==> config.mk <==
export PLATFORM = sky130hd
export DESIGN_NAME = powlib_ipdma
export DESIGN_NICKNAME = d
export VERILOG_FILES = /design/src/rtl/powlib_ipdma.sv
export SDC_FILE = /design/constraint.sdc
export NUM_CORES = 1
export LEC_CHECK = 0
export ABC_AREA = 1
export CAP_MARGIN = 10
export CORE_UTILIZATION = 45
export DETAILED_ROUTE_END_ITERATION = 7
export GPL_ROUTABILITY_DRIVEN = 0
export PLACE_DENSITY = 0.67
export SETUP_SLACK_MARGIN = 0.4
export SYNTH_ARGS = -nofsm -noshare
export SYNTH_HDL_FRONTEND = slang
export SYNTH_SLANG_ARGS = --single-unit
==> constraint.sdc <==
create_clock -name clk -period 5.55 [get_ports clk]
set_clock_uncertainty 0.1 [all_clocks]
set_input_delay 1.11 -clock clk [delete_from_list [all_inputs] [get_ports clk]]
set_output_delay 1.11 -clock clk [all_outputs]
set_load 0.1 [all_outputs]
==> src/rtl/powlib_ipdma.sv <==
// powlib_ipdma: single-channel bus-master copy engine with bounded outstanding reads
`ifndef POWLIB_OPW
`define POWLIB_OPW 2
`endif
module powlib_ipdma #(
   parameter  int          B_BPD    = 2,
   parameter  int          B_AW     = 8*B_BPD,
   localparam int          B_DW     = 8*B_BPD,
   localparam int          B_BEW    = B_BPD,
   parameter  int          B_OPW    = `POWLIB_OPW,
   localparam int          B_WW     = B_DW+B_BEW+B_OPW,
   parameter  int          OP_WRITE = 0,
   parameter  int          OP_READ  = 1,
   parameter  int unsigned RET_ADDR = 16'hFFFF,
   parameter  int          MAXO     = 4
) (
   input  logic            clk,
   input  logic            rst,
   input  logic            start,
   input  logic [B_AW-1:0] src,
   input  logic [B_AW-1:0] dst,
   input  logic [B_AW-1:0] len,
   output logic            busy,
   output logic            done,
   output logic            err,
   output logic [B_AW-1:0] wraddr,
   output logic [B_WW-1:0] wrdata,
   output logic            wrvld,
   input  logic            wrrdy,
   input  logic [B_AW-1:0] rdaddr,
   input  logic [B_WW-1:0] rddata,
   input  logic            rdvld,
   output logic            rdrdy
);
   localparam int FAW = $clog2(MAXO);
   typedef enum logic [1:0] {IDLE, RUN, DONE} state_t;
   state_t state_q, state_d;
   logic [B_AW-1:0] src_q, src_d, dst_q, dst_d, len_q, len_d;
   logic [B_AW-1:0] rd_q, rd_d, wr_q, wr_d, wraddr_q, wraddr_d;
   logic [B_WW-1:0] wrdata_q, wrdata_d;
   logic            wrvld_q, wrvld_d, err_q, err_d;
   logic [B_DW-1:0] mem_q [MAXO];
   logic [FAW-1:0]  wp_q, wp_d, rp_q, rp_d;
   logic [FAW:0]    cnt_q, cnt_d, fl_q, fl_d;
   logic [B_AW-1:0] rd_n, wr_n;
   logic            acc, is_rd, fin, choose, do_wr, do_rd, rsp, push, stray, start_ok;
   logic            unused_ok;
   assign unused_ok = ^{rdaddr, rddata[B_WW-1:B_DW]};
   // counters as they stand after the beat (if any) accepted this cycle
   assign acc      = wrvld_q & wrrdy;
   assign is_rd    = wrdata_q[B_DW+B_BEW+:B_OPW] == B_OPW'(OP_READ);
   assign rd_n     = rd_q + B_AW'(acc & is_rd);
   assign wr_n     = wr_q + B_AW'(acc & ~is_rd);
   assign fin      = acc & ~is_rd & (wr_n == len_q);
   // a new beat is picked only when the request register is free or being emptied
   assign choose   = (state_q == RUN) & (~wrvld_q | wrrdy) & ~fin;
   assign do_wr    = choose & (cnt_q != 0);
   assign do_rd    = choose & (cnt_q == 0) & (rd_n < len_q) & ((rd_n - wr_n) < B_AW'(MAXO));
   assign start_ok = (state_q == IDLE) & start;
   // responses with nothing in flight are swallowed and flagged
   assign rdrdy    = rst & ((state_q != RUN) | (cnt_q < (FAW+1)'(MAXO)));
   assign rsp      = rdvld & rdrdy;
   assign push     = rsp & (fl_q != 0);
   assign stray    = rsp & (fl_q == 0);
   assign busy     = state_q == RUN;
   assign done     = state_q == DONE;
   assign err      = err_q;
   assign wraddr   = wraddr_q;
   assign wrdata   = wrdata_q;
   assign wrvld    = wrvld_q;
   // next-state: control FSM, copy counters, request register and response FIFO pointers
   always_comb begin
      state_d  = state_q == IDLE ? (start ? (len == 0 ? DONE : RUN) : IDLE) :
                 state_q == RUN  ? (fin ? DONE : RUN) : IDLE;
      src_d    = start_ok ? src : src_q;
      dst_d    = start_ok ? dst : dst_q;
      len_d    = start_ok ? len : len_q;
      rd_d     = start_ok ? '0 : rd_n;
      wr_d     = start_ok ? '0 : wr_n;
      wrvld_d  = do_wr | do_rd | (wrvld_q & ~wrrdy);
      wraddr_d = do_wr ? dst_q + wr_n : do_rd ? src_q + rd_n : wraddr_q;
      wrdata_d = do_wr ? {B_OPW'(OP_WRITE), {B_BEW{1'b1}}, mem_q[rp_q]} :
                 do_rd ? {B_OPW'(OP_READ), {B_BEW{1'b1}}, B_DW'(RET_ADDR)} : wrdata_q;
      err_d    = (err_q & ~start_ok) | stray;
      wp_d     = wp_q + FAW'(push);
      rp_d     = rp_q + FAW'(do_wr);
      cnt_d    = cnt_q + (FAW+1)'(push) - (FAW+1)'(do_wr);
      fl_d     = fl_q + (FAW+1)'(acc & is_rd) - (FAW+1)'(push);
   end
   // state registers with synchronous active-low reset
   always_ff @(posedge clk) begin
      if (!rst) begin
         state_q  <= IDLE;
         src_q    <= '0;
         dst_q    <= '0;
         len_q    <= '0;
         rd_q     <= '0;
         wr_q     <= '0;
         wraddr_q <= '0;
         wrdata_q <= '0;
         wrvld_q  <= 1'b0;
         err_q    <= 1'b0;
         wp_q     <= '0;
         rp_q     <= '0;
         cnt_q    <= '0;
         fl_q     <= '0;
      end else begin
         state_q  <= state_d;
         src_q    <= src_d;
         dst_q    <= dst_d;
         len_q    <= len_d;
         rd_q     <= rd_d;
         wr_q     <= wr_d;
         wraddr_q <= wraddr_d;
         wrdata_q <= wrdata_d;
         wrvld_q  <= wrvld_d;
         err_q    <= err_d;
         wp_q     <= wp_d;
         rp_q     <= rp_d;
         cnt_q    <= cnt_d;
         fl_q     <= fl_d;
      end
   end
   // response FIFO storage; validity is tracked by the pointers alone
   always_ff @(posedge clk) begin
      if (push) mem_q[wp_q] <= rddata[B_DW-1:0];
   end
endmodule

==> impl_metrics.env, run 1 <==
export IMPL_slew_headroom=0.303
export IMPL_cp_max_fo=7
export IMPL_cp_slowest_cell="clkdlybuf4s50_1"
export IMPL_grtUsageTotal=0.239
export IMPL_grt_max_degree=78
export IMPL_cp_common_cell="nand2_1"
export IMPL_finalCriticalPeriod_ns=4.87
export IMPL_vias_per_cell=5.12
export IMPL_crit_arrival_ns=5.14
export IMPL_p_leak_nw=6.10
export IMPL_ff_latch_area_um2=4480
export IMPL_cts_inserted_buffers=17
export IMPL_firstDrtPassIters=6
export IMPL_antenna_found_initial=0
export IMPL_diodes=0
export IMPL_multi_input_area_um2=5570
export IMPL_worstMarginPinSlew_ns=1.04
export IMPL_status="finished clean"
export IMPL_hold_viol_final=0
export IMPL_synth_seq_cells=192
export IMPL_h_tree_depth=4
export IMPL_cts_root_buffer="clkbuf_16"
export IMPL_num_vias=9670
export IMPL_required_ns=5.82
export IMPL_syn_inst=1448
export IMPL_design_die_area_um2=24700
export IMPL_core_area_um2=23500
export IMPL_fillCellCount=2250
export IMPL_dp_hpwl_um=20700
export IMPL_worstPathCellList="clkdlybuf4s50_1 -> inv_1 -> nor3_2 -> ha_1 -> ha_1 -> nand2_1 -> nor2_4 -> nand4_1 -> nand2_1 -> nand2_1 -> nand2_1 -> nand3_1 -> nor2_1 -> nand4_1 -> nand2_1 -> nor2_2 -> ha_1 -> inv_1 -> ha_1 -> fa_1 -> or2_2 -> a21oi_1"
export IMPL_rr_worst_depth=21
export IMPL_max_freq_ghz=0.205
export IMPL_syn_to_final_growth_pct=21.3
export IMPL_fin_hold_ws_ns=0.369
export IMPL_dp_cells=1852
export IMPL_slowest_delay_ns=0.50
export IMPL_place_area_um2=12400
export IMPL_grt_pass1_wl_um=45400
export IMPL_ant_nets=0
export IMPL_hold_class="flop to flop"
export IMPL_clk_path_buf_depth=2
export IMPL_drive_above_1_share=0.0759
export IMPL_drt_wl_total_um=28600
export IMPL_die_x_um=157
export IMPL_yosysWarnings=0
export IMPL_setup_violations=0
export IMPL_drv_cap=0
export IMPL_cts_sinks=192
export IMPL_rsz0062_at_grt="yes"
export IMPL_cts_tree="built"
export IMPL_final_area_um2=13200
export IMPL_nets=1714
export IMPL_clock_latency_ns=0.44
export IMPL_ys_seq_area_frac=0.413
export IMPL_drt_iter0_drc=678
export IMPL_max_vdd_ir_drop_v=0.000360
export IMPL_ys_types=49
export IMPL_hold_path_depth=2
export IMPL_start_kind="input pin"
export IMPL_netlist_area_um2=10900
export IMPL_drc=0
export IMPL_numPortBuffers=108
export IMPL_instances_no_fill=1887
export IMPL_worstPathBufferInverterCount=3
export IMPL_setup_tns_ns=0
export IMPL_rows=56
export IMPL_cp_depth=22
export IMPL_cts_clk_slew_worst_paths_ns=0.09
export IMPL_overflow=0
export IMPL_slew_viol_final=0
export IMPL_avgSynthCellArea_um2=7.50
export IMPL_die_h_um=157
export IMPL_period_share=0.878
export IMPL_powerDensity_nw_per_um2=340
export IMPL_start_util=0.461
export IMPL_crit_family="simple AND/OR/NAND/NOR gates"
export IMPL_grt_pass1_vias=9259
export IMPL_worstSetupPathType="input pin to flop"
export IMPL_pin_count=130
export IMPL_synthesis_nets=1607
export IMPL_end_kind="flop"
export IMPL_wl_per_cell_um=15.2
timing repair:
item	4_1_cts	5_1_grt
setup endpoints to repair	0	36
endpoints found under the hold margin	0	0
setup buffers	0	2
gates resized for setup	0	22
hold buffers	0	0
worst register-to-register path: cells and delay by family (launching register included):
| family | cells | cell delay (ns) |
|---|---|---|
| simple gates | 13 | 2.08 |
| fa+ha+maj | 5 | 1.26 |
| flops | 1 | 0.39 |
| buf+inv | 2 | 0.16 |
| compound gates | 1 | 0.12 |
where the power goes:
group	switching, mW	internal, mW	total [mW]	leakage [nW]
clock	0.695	0.642	1.34	0.313
sequential	0.0751	1.58	1.65	1.62
combinational	1.02	0.463	1.48	4.17
total	1.79	2.68	4.47	6.10
area by class of cell:
cell class | count | share of cell area
multi-input cells | 1018 | 0.423
clock inverters | 15 | 0.0174
flip-flops and latches | 192 | 0.341
inverters | 190 | 0.0543
well taps | 319 | 0.0303
repair buffers | 136 | 0.102
clock buffers | 17 | 0.0323
state kept, by name, summed over array words and instances, names as in the netlist, 3 cells and up:
name,count
dst_q,16
wr_q,16
cnt_q,3
wrdata,18
wraddr,16
fl_q,3
src_q,16
mem_q,64
rd_q,16
len_q,16
layout by cell type, fill, tap and decap left out, types with 5 or more instances in the layout:
master and count:
nor2_1 234, a21oi_1 66, inv_2 5, dfxtp_1 128, o21ai_0 116, nand4_1 20, xnor2_1 13, inv_1 183
nor2_2 6, a31oi_1 17, or2_2 5, clkinv_8 6, nand2_2 11, nand2_1 270, nor3_1 10, nand3b_1 12
edfxtp_1 64, ha_1 62, xor2_1 33, clkbuf_16 18, buf_4 25, o21bai_1 5, nor2_4 6, o21ai_1 10
nand3_1 71, clkdlybuf4s50_1 106
synthesized netlist by cell type, drive strengths merged:
library cell,number,area share
o21bai,7,0.0055
a211oi,2,0.0014
clkinv,2,0.00081
clkbuf,31,0.011
o21a,2,0.0014
a31oi,17,0.0098
xor2,34,0.027
ha,66,0.076
xnor2,13,0.010
o2111ai,2,0.0016
buf,17,0.0098
and3,1,0.00058
nor2,246,0.088
a21o,4,0.0028
nor4,3,0.0017
conb,1,0.00035
o21ai,127,0.059
nand3b,13,0.010
fa,4,0.0074
a221oi,1,0.00081
a21boi,3,0.0021
dfxtp,128,0.24
nor3,17,0.0078
edfxtp,64,0.18
a21oi,66,0.030
or2,5,0.0029
nand3,76,0.036
inv,188,0.065
a221o,1,0.00092
nand2,283,0.10
o22ai,1,0.00058
nand4,20,0.012
o31ai,3,0.0021
through the flow:
| step | util | power [mW] | worst slack, ns |
|---|---|---|---|
| 6_report | 0.559 | 4.47 | 0.680 |
| 5_1_grt | 0.559 | 4.71 | 0.350 |
| 4_1_cts | 0.552 | 4.43 | 0.477 |
| 3_5_place_dp | 0.525 | 3.10 | 0.0566 |
| 3_3_place_gp | 0.525 | 3.07 | 0.179 |
| 2_1_floorplan | - | 2.72 | 1.05 |
cell families after synthesis:
logic type	Yosys count	share of synthesized area
simple gates	664	0.260
buf+inv	238	0.0865
compound gates	236	0.118
flops	192	0.413
fa+ha+maj	70	0.0835
xor+xnor	47	0.0379
other cells	1	0.000346
path summary, 6_finish.rpt:
path,startpoint,end,slack [ns]
setup / recovery,wrrdy,cnt_q[2],0.68
hold / removal,wrdata[4],wrdata[4],0.37
setup reg to reg,wrvld,cnt_q[2],1.40
hold reg to reg,wrdata[4],wrdata[4],0.37
routing by layer:
| metal | vias to the layer above | routed length (um) | global-route usage |
|---|---|---|---|
| met5 | - | 0 | 0 |
| met4 | 0 | 739 | 0.0818 |
| met1 | 4438 | 12000 | 0.282 |
| met2 | 253 | 14200 | 0.426 |
| met3 | 49 | 1690 | 0.0498 |
| li1 | 4930 | - | - |
(Power assumes the default switching activity.)
==> run 2: changes to the inputs <==
--- a/config.mk
+++ b/config.mk
@@ -8,10 +8,12 @@
 export ABC_AREA = 1
 export CAP_MARGIN = 10
 export CORE_UTILIZATION = 45
+export CTS_CLUSTER_DIAMETER = 100
 export DETAILED_ROUTE_END_ITERATION = 7
 export GPL_ROUTABILITY_DRIVEN = 0
-export PLACE_DENSITY = 0.67
+export PLACE_DENSITY_LB_ADDON = 0.25
 export SETUP_SLACK_MARGIN = 0.4
+export SKIP_LAST_GASP = 1
 export SYNTH_ARGS = -nofsm -noshare
 export SYNTH_HDL_FRONTEND = slang
 export SYNTH_SLANG_ARGS = --single-unit
==> run 2 against run 1 <==
First-iteration DRC count is 19% lower. Design area is 0.13% lower. Critical endpoint is now wraddr[9]. Power is 1.1% lower. Core utilization is 0.074 points lower.
==> impl_metrics.env, run 2 (synthesis results as in run 1) <==
export IMPL_core_area_um2=23500
export IMPL_num_vias=9598
export IMPL_syn_to_final_growth_pct=21.1
export IMPL_die_h_um=157
export IMPL_period_share=0.872
export IMPL_crit_arrival_ns=5.07
export IMPL_pin_count=130
export IMPL_wl_met3_um=1480
export IMPL_final_common_cell="nand2_1"
export IMPL_end_kind="flop"
export IMPL_dp_hpwl_um=20900
export IMPL_antenna_found_initial=0
export IMPL_h_tree_depth=4
export IMPL_multi_input_area_um2=5570
export IMPL_fillCellCount=2205
export IMPL_wl_met1_um=12400
export IMPL_drive_above_1_share=0.0752
export IMPL_layout_common_cells="270 x nand2_1, 234 x nor2_1, 184 x inv_1"
export IMPL_cp_max_fo=12
export IMPL_powerDensity_nw_per_um2=336
export IMPL_vias_per_cell=5.08
export IMPL_clk_path_buf_depth=2
export IMPL_clock_latency_ns=0.45
export IMPL_wl_met2_um=13900
export IMPL_hold_class="flop to flop"
export IMPL_slew_viol_final=0
export IMPL_numPortBuffers=108
export IMPL_drt_wl_total_um=28500
export IMPL_hold_viol_final=0
export IMPL_grt_pass1_wl_um=45500
export IMPL_ant_nets=0
export IMPL_grtUsageTotal=0.238
export IMPL_slew_headroom=0.313
export IMPL_highest_layer="met4"
export IMPL_wl_per_cell_um=15.1
export IMPL_diodes=0
export IMPL_firstDrtPassIters=5
export IMPL_status="finished clean"
export IMPL_required_ns=5.78
export IMPL_cts_inserted_buffers=17
export IMPL_worstSetupPathType="input pin to flop"
export IMPL_largest_register="mem_q"
export IMPL_hold_buffers=0
export IMPL_cts_root_buffer="clkbuf_16"
export IMPL_finalPower_mw=4.42
export IMPL_drv_cap=0
export IMPL_start_kind="input pin"
export IMPL_largest_register_ffs=64
export IMPL_cts_tree="built"
export IMPL_max_vdd_ir_drop_v=0.000236
export IMPL_grt_pass1_vias=9191
export IMPL_overflow=0
export IMPL_max_freq_ghz=0.207
export IMPL_drt_iter0_drc=547
export IMPL_die_x_um=157
export IMPL_finalCriticalPeriod_ns=4.84
export IMPL_setup_tns_ns=0
export IMPL_design_die_area_um2=24700
export IMPL_rsz0062_at_grt="no"
export IMPL_worstMarginPinSlew_ns=1.03
export IMPL_nets=1716
export IMPL_ff_latch_area_um2=4480
export IMPL_drc=0
export IMPL_start_util=0.461
export IMPL_grt_max_degree=60
export IMPL_p_leak_nw=6.12
export IMPL_cts_clk_slew_worst_paths_ns=0.08
export IMPL_cts_sinks=192
export IMPL_setup_violations=0
export IMPL_rows=56
-- run 2: cell count changes in the layout (fill, tap and decap cells not counted), moves of 2 or more --
cell	delta
clkinv_8	-3
nor3_4	+3
clkinv_4	+2
inv_16	-2
ha_1	+2
nor3_2	-3
inv_8	+4
-- run 2: cell type report --
| cell class | count | share of cell area |
|---|---|---|
| clock buffer | 17 | 0.0324 |
| clock inverter | 15 | 0.0148 |
| inverter | 190 | 0.0543 |
| multi-input combinational | 1018 | 0.423 |
| sequential | 192 | 0.341 |
| tap | 319 | 0.0304 |
| timing repair buffer | 138 | 0.104 |
-- run 2: per-stage QoR --
stage | utilization | instance area, um^2 | setup WS [ns] | hold slack, ns | cells
floorplan | - | 10900 | 1.05 | 0.336 | 1448
global placement | 0.525 | 12400 | 0.166 | 0.346 | 1852
detailed placement | 0.525 | 12400 | 0.0912 | 0.351 | 1852
CTS | 0.552 | 13000 | 0.545 | 0.374 | 1884
global route | 0.558 | 13100 | 0.389 | 0.403 | 1889
finish | 0.558 | 13100 | 0.711 | 0.369 | 1889
-- run 2: timing repair --
action,4_1_cts,5_1_grt
endpoints found under the setup margin,0,36
buffers inserted,0,3
gates resized for setup,0,18
-- run 2: final timing paths --
kind,start,to,slack (ns),cells past startpoint
worst max register to register,wrdata[18],wraddr[9],1.33,27
worst min register to register,wrdata[0],wrdata[0],0.37,2
worst min-delay path,wrdata[0],wrdata[0],0.37,2
worst max-delay path,wrrdy,wraddr[9],0.71,28
-- run 2: where the power goes --
| group | switching [mW] | leakage, nW | total, mW | internal [mW] |
|---|---|---|---|---|
| Combinational | 1.01 | 4.19 | 1.47 | 0.464 |
| Sequential | 0.0840 | 1.62 | 1.66 | 1.58 |
| Clock | 0.657 | 0.301 | 1.28 | 0.626 |
-- run 2: critical path, cell delays in order --
cell             delay, ns
clkdlybuf4s50_1       0.47
inv_1                 0.09
nor3_4                0.15
ha_2                  0.21
ha_1                  0.16
nand2_1               0.08
nor2_2                0.17
nand3_2               0.13
nor2_4                0.15
nand3_1               0.10
xor2_1                0.19
inv_1                 0.12
buf_4                 0.16
ha_1                  0.31
inv_1                 0.08
nor3_2                0.18
nand3_1               0.14
nand3_1               0.09
nand2_1               0.05
nand2_1               0.05
nand2_1               0.04
nor2_1                0.22
nand2_2               0.13
nand2_4               0.15
buf_12                0.14
nand2_1               0.05
nand2_1               0.07
nor2_1                0.04
-- run 2: layer usage --
metal,global-route usage,vias up
li1,-,4921
met1,0.294,4415
met2,0.413,223
met3,0.0438,39
met4,0.0855,0
met5,0,-
==> run 3: changes to the inputs <==
--- a/config.mk
+++ b/config.mk
@@ -7,7 +7,7 @@
 export LEC_CHECK = 0
 export ABC_AREA = 1
 export CAP_MARGIN = 10
-export CORE_UTILIZATION = 45
+export CORE_UTILIZATION = 35
 export CTS_CLUSTER_DIAMETER = 100
 export DETAILED_ROUTE_END_ITERATION = 7
 export GPL_ROUTABILITY_DRIVEN = 0
==> run 3 against run 2 <==
Die area increased by 28%. Core utilization decreased by 12 points. Design area increased by 0.68%. Worst setup slack got worse by 0.071 ns. Wire length increased by 2.9%. Final cell count increased by 4.1%. Critical path depth increased by 1. Sequential share of layout area decreased by 0.23 points. Count of clock-buffer cells in the layout unchanged. Global-route usage decreased by 4.7 points. Clock power about the same. Highest routed layer unchanged. Largest power group unchanged.
==> impl_metrics.env, run 3 (synthesis results as in run 1) <==
export IMPL_grtUsageTotal=0.191
export IMPL_drt_iter0_drc=520
export IMPL_crit_arrival_ns=5.16
export IMPL_final_common_cell="nand2_1"
export IMPL_cts_clk_slew_worst_paths_ns=0.09
export IMPL_max_freq_ghz=0.204
export IMPL_cts_tree="built"
export IMPL_powerDensity_nw_per_um2=333
export IMPL_drt_wl_total_um=29400
export IMPL_crit_family="simple AND/OR/NAND/NOR gates"
export IMPL_setup_tns_ns=0
export IMPL_drv_cap=0
export IMPL_grtUsageMet3=0.0352
export IMPL_fillCellCount=3075
export IMPL_dp_hpwl_um=21900
export IMPL_grt_pass1_wl_um=46900
export IMPL_grt_pass1_vias=9173
export IMPL_h_tree_depth=4
export IMPL_diodes=0
export IMPL_finalCriticalPeriod_ns=4.91
export IMPL_max_vdd_ir_drop_v=0.000214
export IMPL_numPortBuffers=108
export IMPL_use_met1=0.235
export IMPL_required_ns=5.80
export IMPL_syn_to_final_growth_pct=22.0
export IMPL_busiest_layer="met2"
export IMPL_hold_buffers=0
export IMPL_p_leak_nw=6.10
export IMPL_num_vias=9425
export IMPL_cp_common_cell="nand2_1"
export IMPL_cts_inserted_buffers=17
export IMPL_hold_viol_final=0
export IMPL_ant_nets=0
export IMPL_hold_class="flop to flop"
export IMPL_wl_per_cell_um=14.9
export IMPL_setup_violations=0
export IMPL_fin_hold_ws_ns=0.368
export IMPL_core_area_um2=30500
export IMPL_rows=64
export IMPL_worstMarginPinSlew_ns=1.04
export IMPL_slew_headroom=0.302
export IMPL_end_kind="flop"
export IMPL_die_x_um=178
export IMPL_cts_root_buffer="clkbuf_16"
export IMPL_largest_register_ffs=64
export IMPL_final_util=0.434
export IMPL_drive_above_1_share=0.0758
export IMPL_die_h_um=178
export IMPL_start_kind="input pin"
export IMPL_period_share=0.885
export IMPL_nets=1716
export IMPL_worstSetupPathType="input pin to flop"
export IMPL_clk_path_buf_depth=2
export IMPL_slowest_delay_ns=0.47
export IMPL_worstPathBufferInverterCount=7
export IMPL_vias_per_cell=4.79
export IMPL_antenna_found_initial=0
export IMPL_pin_count=130
export IMPL_slew_viol_final=0
export IMPL_use_met2=0.334
export IMPL_largest_register="mem_q"
export IMPL_layout_common_cells="270 x nand2_1, 233 x nor2_1, 183 x inv_1"
export IMPL_grt_max_degree=78
export IMPL_cts_sinks=192
export IMPL_setup_slack_ns=0.641
export IMPL_firstDrtPassIters=5
export IMPL_dpl_worst_slack_ns=0.0200
export IMPL_drc=0
export IMPL_start_util=0.356
export IMPL_cp_max_fo=12
export IMPL_finalPower_mw=4.41
export IMPL_overflow=0
export IMPL_clock_latency_ns=0.44
export IMPL_design_die_area_um2=31700
export IMPL_status="finished clean"
export IMPL_rsz0062_at_grt="no"
export IMPL_cp_slowest_cell="clkdlybuf4s50_1"
## run 3: cell count changes in the layout (fill, tap and decap cells not counted), sizes merged
cell / previous run / this run
buf: 31 / 30
clkdlybuf4s50: 106 / 107
clkinv: 7 / 9
inv: 198 / 196
## run 3: area by class of cell
class / count / area, um^2 / share of cell area
clock inverters: 15 / 201 / 0.0152
well taps: 396 / 495 / 0.0374
clock buffers: 17 / 425 / 0.0321
repair buffers: 138 / 1350 / 0.102
inverters: 190 / 714 / 0.0540
multi-input cells: 1018 / 5560 / 0.420
flip-flops and latches: 192 / 4480 / 0.339
## run 3: what timing repair did
item | 4_1_cts | 5_1_grt
endpoints found under the setup margin | 0 | 36
gates resized for setup | 0 | 18
setup buffers | 0 | 3
## run 3: stage by stage
step	cells	cell area, um^2
5_1_grt	1966	13200
6_report	1966	13200
2_1_floorplan	1448	10900
4_1_cts	1962	13100
3_3_place_gp	1930	12500
3_5_place_dp	1930	12500
## run 3: power by group
group | internal, mW | leakage, nW | switching, mW
registers | 1.58 | 1.62 | 0.0767
clock network | 0.625 | 0.303 | 0.660
logic | 0.454 | 4.18 | 1.02
## run 3: path summary, 6_finish.rpt
path / cells after the start / slack, ns / endpoint / start
worst max-delay path: 29 / 0.64 / wraddr[9] / wrrdy
worst min-delay path: 2 / 0.37 / wrdata[2] / wrdata[2]
worst max register to register: 28 / 1.38 / wraddr[9] / wrvld
worst min register to register: 2 / 0.37 / wrdata[2] / wrdata[2]
## run 3: layer usage
metal	part of all wire	vias to the layer above
met2	0.49	169
met4	0.024	0
met3	0.040	33
li1	-	4927
met5	0	-
met1	0.44	4296
## run 3: worst min-delay path, stage by stage, from the launching register on
cell and delay [ns]:
dfxtp_1 0.34, o21ai_1 0.07, inv_1 0.04
